### src/rtl/signed_mul_seq_ctrl.sv
// Sequential Baugh-Wooley signed NxN multiplier: one partial-product row per cycle into a
// carry-save pair, then one ripple add; valid/ready on both sides, N+1 cycles accept-to-valid.
module signed_mul_seq_ctrl #(
  parameter int N = 3
) (
  input  logic           clk,
  input  logic           rst_n,
  input  logic           start,
  output logic           in_ready,
  input  logic [N-1:0]   a,
  input  logic [N-1:0]   b,
  input  logic           flush,
  output logic           busy,
  output logic           out_valid,
  input  logic           out_ready,
  output logic [2*N-1:0] product
);

  localparam int W  = 2 * N;
  localparam int RW = (N > 2) ? $clog2(N) : 1;
  localparam logic [W-1:0] BW_CONST = (W'(1) << N) | (W'(1) << (W - 1));

  typedef enum logic [1:0] {IDLE, ROW, FINAL, DONE} state_t;

  state_t        state, state_nxt;
  logic [RW-1:0] row;
  logic [N-1:0]  op_a, op_b;
  logic [W-1:0]  sum_r, carry_r;
  logic [N-1:0]  pp_row;
  logic [W-1:0]  pp_vec, sum_nxt, carry_nxt, final_sum;
  logic          accept, last_row;

  assign accept    = (state == IDLE) && start && !flush;
  assign last_row  = (row == RW'(N - 1));
  assign in_ready  = (state == IDLE);
  assign busy      = (state == ROW) || (state == FINAL);
  assign out_valid = (state == DONE);

  always_ff @(posedge clk or negedge rst_n) begin
    if (!rst_n) state <= IDLE;
    else        state <= state_nxt;
  end

  always_comb begin
    state_nxt = state;
    case (state)
      IDLE:    if (accept) state_nxt = ROW;
      ROW:     if (flush) state_nxt = IDLE;
               else if (last_row) state_nxt = FINAL;
      FINAL:   state_nxt = flush ? IDLE : DONE;
      DONE:    if (flush || out_ready) state_nxt = IDLE;
      default: state_nxt = IDLE;
    endcase
  end

  // Edge cells (exactly one index at N-1) carry the inverted partial product.
  always_comb begin
    pp_row = '0;
    for (int j = 0; j < N; j++) begin
      pp_row[j] = (op_a[j] & op_b[row]) ^ ((j == N - 1) != last_row);
    end
    pp_vec    = W'(pp_row) << row;
    sum_nxt   = sum_r ^ carry_r ^ pp_vec;
    carry_nxt = ((sum_r & carry_r) | (sum_r & pp_vec) | (carry_r & pp_vec)) << 1;
    final_sum = sum_r + carry_r + BW_CONST;
  end

  always_ff @(posedge clk or negedge rst_n) begin
    if (!rst_n) begin
      row     <= '0;
      op_a    <= '0;
      op_b    <= '0;
      sum_r   <= '0;
      carry_r <= '0;
      product <= '0;
    end else begin
      case (state)
        IDLE: if (accept) begin
          op_a    <= a;
          op_b    <= b;
          sum_r   <= '0;
          carry_r <= '0;
          row     <= '0;
        end
        ROW: if (!flush) begin
          sum_r   <= sum_nxt;
          carry_r <= carry_nxt;
          row     <= row + RW'(1);
        end
        FINAL: if (!flush) product <= final_sum;
        default: ;
      endcase
    end
  end

endmodule

### config.mk
export PLATFORM = sky130hd
export DESIGN_NAME = signed_mul_seq_ctrl
export DESIGN_NICKNAME = d
export VERILOG_FILES = /design/src/rtl/signed_mul_seq_ctrl.sv
export SDC_FILE = /design/constraint.sdc
export NUM_CORES = 1
export LEC_CHECK = 0
export ABC_AREA = 0
export ABC_CLOCK_PERIOD_IN_PS = 2500
export CAP_MARGIN = 20
export CORE_MARGIN = 2
export CORE_UTILIZATION = 55
export CTS_CLUSTER_DIAMETER = 150
export DETAILED_ROUTE_END_ITERATION = 7
export PLACE_DENSITY = 0.82
export SLEW_MARGIN = 20
export SYNTH_ARGS = -nofsm -noshare
export SYNTH_HDL_FRONTEND = slang
export SYNTH_SLANG_ARGS = --single-unit
### constraint.sdc
create_clock -name clk -period 2.5 [get_ports clk]
set_input_delay 0.5 -clock clk [delete_from_list [all_inputs] [get_ports clk]]
set_output_delay 0.5 -clock clk [all_outputs]
set_load 0.005 [all_outputs]
# Yosys cells after proc, flatten, opt, wreduce, memory -nomap -nowiden
# Index checks and enable logic that the tools add are counted.
# Widths: inputs -> output; s select.
dict set report classes {
  bitwise 15
  shift 1
  addsub 3
  eq_ne 8
  reduce_logical 11
  muxes 16
  order_cmp 1
}
# op n
set op_table {}
lappend op_table {{$pmux 6 s2} 2}
lappend op_table {{$mux 6} 3}
lappend op_table {{$and 5x5->5} 3}
lappend op_table {{$mux 2} 7}
lappend op_table {{$xor 6x6->6} 2}
lappend op_table {{$or 5x5->5} 2}
lappend op_table {{$pmux 2 s4} 1}
lappend op_table {{$add 6x6->6} 1}
lappend op_table {{$add 6x6->6 const B} 1}
lappend op_table {{$eq 2x2->1 const B} 3}
lappend op_table {{$reduce_and 3->1} 2}
lappend op_table {{$shl 3x2->6} 1}
lappend op_table {{$ne 2x1->1 const B} 2}
lappend op_table {{$pmux 2 s2} 1}
lappend op_table {{$reduce_and 2->1} 2}
lappend op_table {{$and 1x1->1} 3}
lappend op_table {{$lt 2x3->1 const B} 1}
lappend op_table {{$ne 3x3->1 const B} 1}
lappend op_table {{$xor 1x1->1} 3}
lappend op_table {{$add 2x1->2 const B} 1}
lappend op_table {{$bmux 1 s2} 1}
lappend op_table {{$eq 2x1->1 const B} 1}
lappend op_table {{$logic_and 1x1->1} 2}
lappend op_table {{$logic_not 2->1} 1}
lappend op_table {{other kinds (6)} 8}
dict set report totals {
  register_bits 28
  in_bits 11
  word_cells 62
}

# Depth between registers and ports, before layout
dict set report depth {
  ltp_word 10
  ltp_mapped 11
  ltp_nobuf 9
}

# Worst setup path after synthesis
# No wires, ideal clock.
dict set report synth_timing {
  kind {register -> register}
  from {reg row[0]}
  to {reg sum_r[2]}
  t_arrival_ns 2.015
  path_stages_with_launch 12
  synth_period_minus_slack_ns 2.098
  required_time_ns 2.417
  n_path_buf 2
  setup_ns 0.083
  setup_slack_ns 0.402
  cell_sequence {dfrtp_1 > buf_2 > inv_1 > ha_1 > buf_6 > nor2b_1 > nand3_1 > o41ai_1 > a21oi_1 > fa_1 > or2b_1 > o21ai_0}
}
dict set report synth_via {
  elab_chain_cells 8
}
# item line_no
set synth_lines {}
lappend synth_lines {{start, declared} 26} ;# logic [RW-1:0] row;
lappend synth_lines {{start signal, assigned} 88} ;# row <= row + RW'(1);
lappend synth_lines {{$bmux 1 s2} 60} ;# pp_row[j] = (op_a[j] & op_b[row]) ^ ((j == N - 1) != last_row);
lappend synth_lines {{$mux 1 (implied by the code)} 60}
lappend synth_lines {{$and 1x1->1} 60}
lappend synth_lines {{$xor 1x1->1} 60}
lappend synth_lines {{$shl 3x2->6 *} 62} ;# pp_vec = W'(pp_row) << row;
lappend synth_lines {{$xor 6x6->6 *} 63} ;# sum_nxt = sum_r ^ carry_r ^ pp_vec;
lappend synth_lines {{$mux 6 *} 85} ;# ROW: if (!flush) begin
lappend synth_lines {{$pmux 6 s2 *} 77} ;# case (state)
lappend synth_lines {{end signal, assigned} 86} ;# sum_r <= sum_nxt;
lappend synth_lines {{end, declared} 28} ;# logic [W-1:0] sum_r, carry_r;
# Every way passes the cells marked *; elsewhere a longest branch is shown, timed or not. The select of a mux whose other input is x is not followed.
# A chain may end at the register's enable or synchronous reset.

# Worst setup path in the final report
# Ends and elaborated chain as after synthesis.

==> metrics.yaml <==
placed_design:
  gp_congestion: 0.8047
  port_buffers: 19
  placement.cell_area_um2: 1884
  place.detailed.hpwl_mm: 2.417
outcome:
  result_of_the_run: "finished clean"
finish:
  antenna_cells: 0
  area_growth_pct: 14.94
  finalInstanceArea_um2: 1916
  nFillCells: 222
  nNetsFinal: 217
  layout-drive-gt1-share_pct: 11.23
timing:
  final-setup-viol-count: 0
  worst_slew_pin_slew_ps: 385.5
  post-route-period-util_pct: 93.16
  fin_crit_ps: 2329
  clock-skew-final_ps: 11.73
  max_freq_mhz: 429.4
  slew_violations: 0
  timing.final.hold_violations: 0
  setup_repair_after_global_routing_missed_its_margin: "false"
  final.setup.tns_ps: 0
  relSlewSlack_pct: 74.30
synth:
  synth_edf_count: 0
  yosys.area.top_type_share_pct: 40.54
  adder_and_majority_gate_portion_of_the_synthesized_area_pct: 15.77
  synth_area_um2: 1667
  synth-seq-area-share_pct: 40.54
  synth.area.top_cells: "dfrtp_1 41%, ha_1 9.8%, mux2_2 6.8%"
  syn-num-nets: 197
  syn-instance-count: 168
  syn_avg_cell_area_um2: 9.920
  post_synthesis_cell_type_count: 29
  dominantRegCellSynth: "dfrtp_1"
  yosysWarningCount: 0
  xor_xnor_share_of_the_synthesized_area_pct: 5.255
  synth_simple_gate_area_share_pct: 15.32
  synth-compound-area-share_pct: 9.535
  main_combinational_cell_family_by_area_after_synthesis: "adder cells"
  number_of_storage_elements_in_the_synthesis_netlist: 27
  synth-async-reset-ratio_pct: 100.0
  synth_mux_area_share_pct: 7.958
  netlist.top_cell.by_area: "dfrtp_1"
worst_setup_path:
  path_cells: "inv_1 > ha_2 > nor2b_1 > nand3_1 > o41ai_1 > a21oi_1 > fa_1 > or2b_1 > o21ai_0"
  timing.rr.end: "sum_r[2]"
  setup.reg_to_reg.worst_slack_ps: 170
  worstSetupPathDepth: 9
  cp_max_fo: 8
  cp-start-kind: "flop"
  path_class: "flop to flop"
  critical_path.slowest_cell: "dfrtp_2"
  worstPathRequired_ps: 2750
  path_buf_inv: 1
  setup.worst_path.end_class: "flop"
  cpLargestDelayFamily: "adder cells"
  worst_r2r_path_depth: 9
  startpoint_of_the_worst_register_to_register_path: "row[0]"
  crit_path_max_incr_delay_ps: 480
  crit_arrival_ps: 2580
cts:
  cts_max_level: 1
  tritoncts: "done"
  cts-root-to-sink-buffers: 2
  cts_sinks: 27
  cts.clk_slew.worst_paths_ps: 150
  numCtsBuffers: 3
  cts_hold_repair.buffers: 0
  root_buffer: "clkbuf_4"
  post-cts-setup-buffer-count: 0
  worstSkewPairLatency_ps: 340
worst_hold_path:
  min_path_cells: 2
  worstHoldStart: "product[5]"
  holdPathEnd: "product[5]"
  hold_path_class: "flop to flop"
routing:
  route.detailed.drc: 0
  final_antenna_net_count: 0
  avgViaCountPerCell: 5.514
  detail_route.wl_per_cell_um: 14.45
  wirelength_mm: 3.151
  drtIter0Drc: 35
  routed-via-count: 1202
  drt_pass1_iterations: 4
floorplanning:
  floorplan.initialDensity_pct: 58.91
  die_height_um: 59.05
  core.rowCount: 19
  dieWidth_um: 59.05
  die-area_um2: 3486
  io_pins: 20
  core_um2: 2829
global_routing:
  grt_overflow_total: 0
  grt_max_degree: 28
  wire_length_of_the_first_global_routing_pass_mm: 5.506
  grt_pass1_vias: 1285
  initial_antenna_violation_count: 0
  global_route.usage.total_pct: 20.92
power:
  pwr_density_cell_nw_per_um2: 971.3
  switch_pwr_uw: 729.9
  internal-power_mw: 1.131
  power.switching_fraction_pct: 39.23
  part_of_the_total_power_dissipated_in_combinational_logic_pct: 50.5
  share_seq_of_total_power_pct: 38.9
  ir_worst_vdd_uv: 579.4
  leakagePower_nw: 0.8346
  clock_power_share_pct: 10.5
flow_run:
  maxCapViolCount: 0
==> kinds of logic (layout without fill, tap and decap cells) <==
group | after synthesis | count (layout)
flip-flops | 27 | 27
AO/OA/AOI/OAI | 28 | 28
adder cells (fa/ha/maj) | 18 | 18
multiplexers | 12 | 12
XOR/XNOR | 10 | 10
AND/OR/NAND/NOR | 51 | 51
buffers and inverters | 22 | 41
==> cells in the final DEF (no fill, tap or decap), drive strengths merged, types with 3 or more instances in the layout <==
cell / netlist / final
inv: 14 / 14
or2b: 4 / 4
buf: 4 / 4
dfrtp: 27 / 27
xor2: 3 / 3
mux2: 10 / 10
fa: 5 / 5
clkdlybuf4s50: 0 / 19
clkbuf: 4 / 4
nand2: 23 / 23
nand2b: 9 / 9
a21oi: 6 / 6
nor2: 4 / 4
ha: 13 / 13
xnor2: 7 / 7
nor3: 3 / 3
nand3: 3 / 3
o21ai: 15 / 15
==> per-layer routing <==
metal,vias up,part of all wire [%],GRT usage (%)
li1,590,-,-
met1,580,44,25.68
met2,25,50,37.14
met3,7,3.4,2.838
met4,0,2.0,8.117
met5,-,0,0
==> registers in the layout, indices dropped and copies added, names as in the netlist <==
register,count
carry_r,5
op_a,3
op_b,3
product,6
row,2
state,2
sum_r,6
==> cells in the mapped netlist (2+ instances only) <==
master    number
nor3_1         3
xnor2_1        7
dfrtp_1       27
inv_1         14
nand2_1       23
mux2_2        10
buf_2          3
clkbuf_1       4
ha_1          13
xor2_1         3
o21ai_0       15
fa_1           5
nand3_1        3
a21o_1         2
a21oi_1        6
or2b_1         4
nand2b_1       9
a31oi_1        2
nor2_1         4
mux2i_1        2
==> power groups by stage <==
stage / Sequential, mW / Clock [mW] / Combinational, mW
2_1_floorplan: 0.683 / 0 / 0.660
3_3_place_gp: 0.716 / 0 / 0.892
3_5_place_dp: 0.731 / 0 / 0.943
4_1_cts: 0.721 / 0.199 / 0.949
5_1_grt: 0.746 / 0.214 / 1.07
6_report: 0.725 / 0.196 / 0.940
==> worst max-delay path by stage <==
stage	start	end	slack [ps]
3_5_place_dp	row[0]	sum_r[2]	110
2_1_floorplan	row[0]	sum_r[2]	400
4_1_cts	row[0]	sum_r[2]	60
5_1_grt	row[0]	sum_r[2]	20
6_report	row[0]	sum_r[2]	170
3_3_place_gp	row[0]	sum_r[2]	260
==> per-stage QoR <==
step | hold WS, ps | util (%) | power, mW | cells | setup slack (ps)
4_1_cts | 500.7 | 67.54 | 1.869 | 218 | 61.13
6_report | 494.3 | 67.71 | 1.861 | 218 | 171.0
3_5_place_dp | 469.9 | 66.61 | 1.674 | 214 | 109.5
2_1_floorplan | 204.4 | - | 1.343 | 168 | 402.2
5_1_grt | 536.4 | 67.71 | 2.026 | 218 | 15.37
3_3_place_gp | 462.2 | 66.61 | 1.608 | 214 | 264.6
==> worst reg2reg max path, stage by stage (launching register included) <==
cell and delay, ps:
dfrtp_2 480, inv_1 150, ha_2 280, nor2b_1 200, nand3_1 100, o41ai_1 80
a21oi_1 110, fa_1 430, or2b_1 230, o21ai_0 170
==> cell type report <==
cell class / instances / area (um^2) / share of cell area [%]
Multi-Input combinational cell: 119 / 899.6 / 46.96
Timing Repair Buffer: 23 / 220.2 / 11.50
Clock buffer: 4 / 26.28 / 1.372
Inverter: 14 / 52.55 / 2.743
Sequential cell: 27 / 678.2 / 35.40
Tap cell: 31 / 38.79 / 2.025
==> what timing repair did <==
action	in CTS	in global routing
resized for setup	0	3
setup endpoints to repair	0	3
hold endpoints to repair	0	0
No activity file was read; power rests on OpenSTA's default activity.
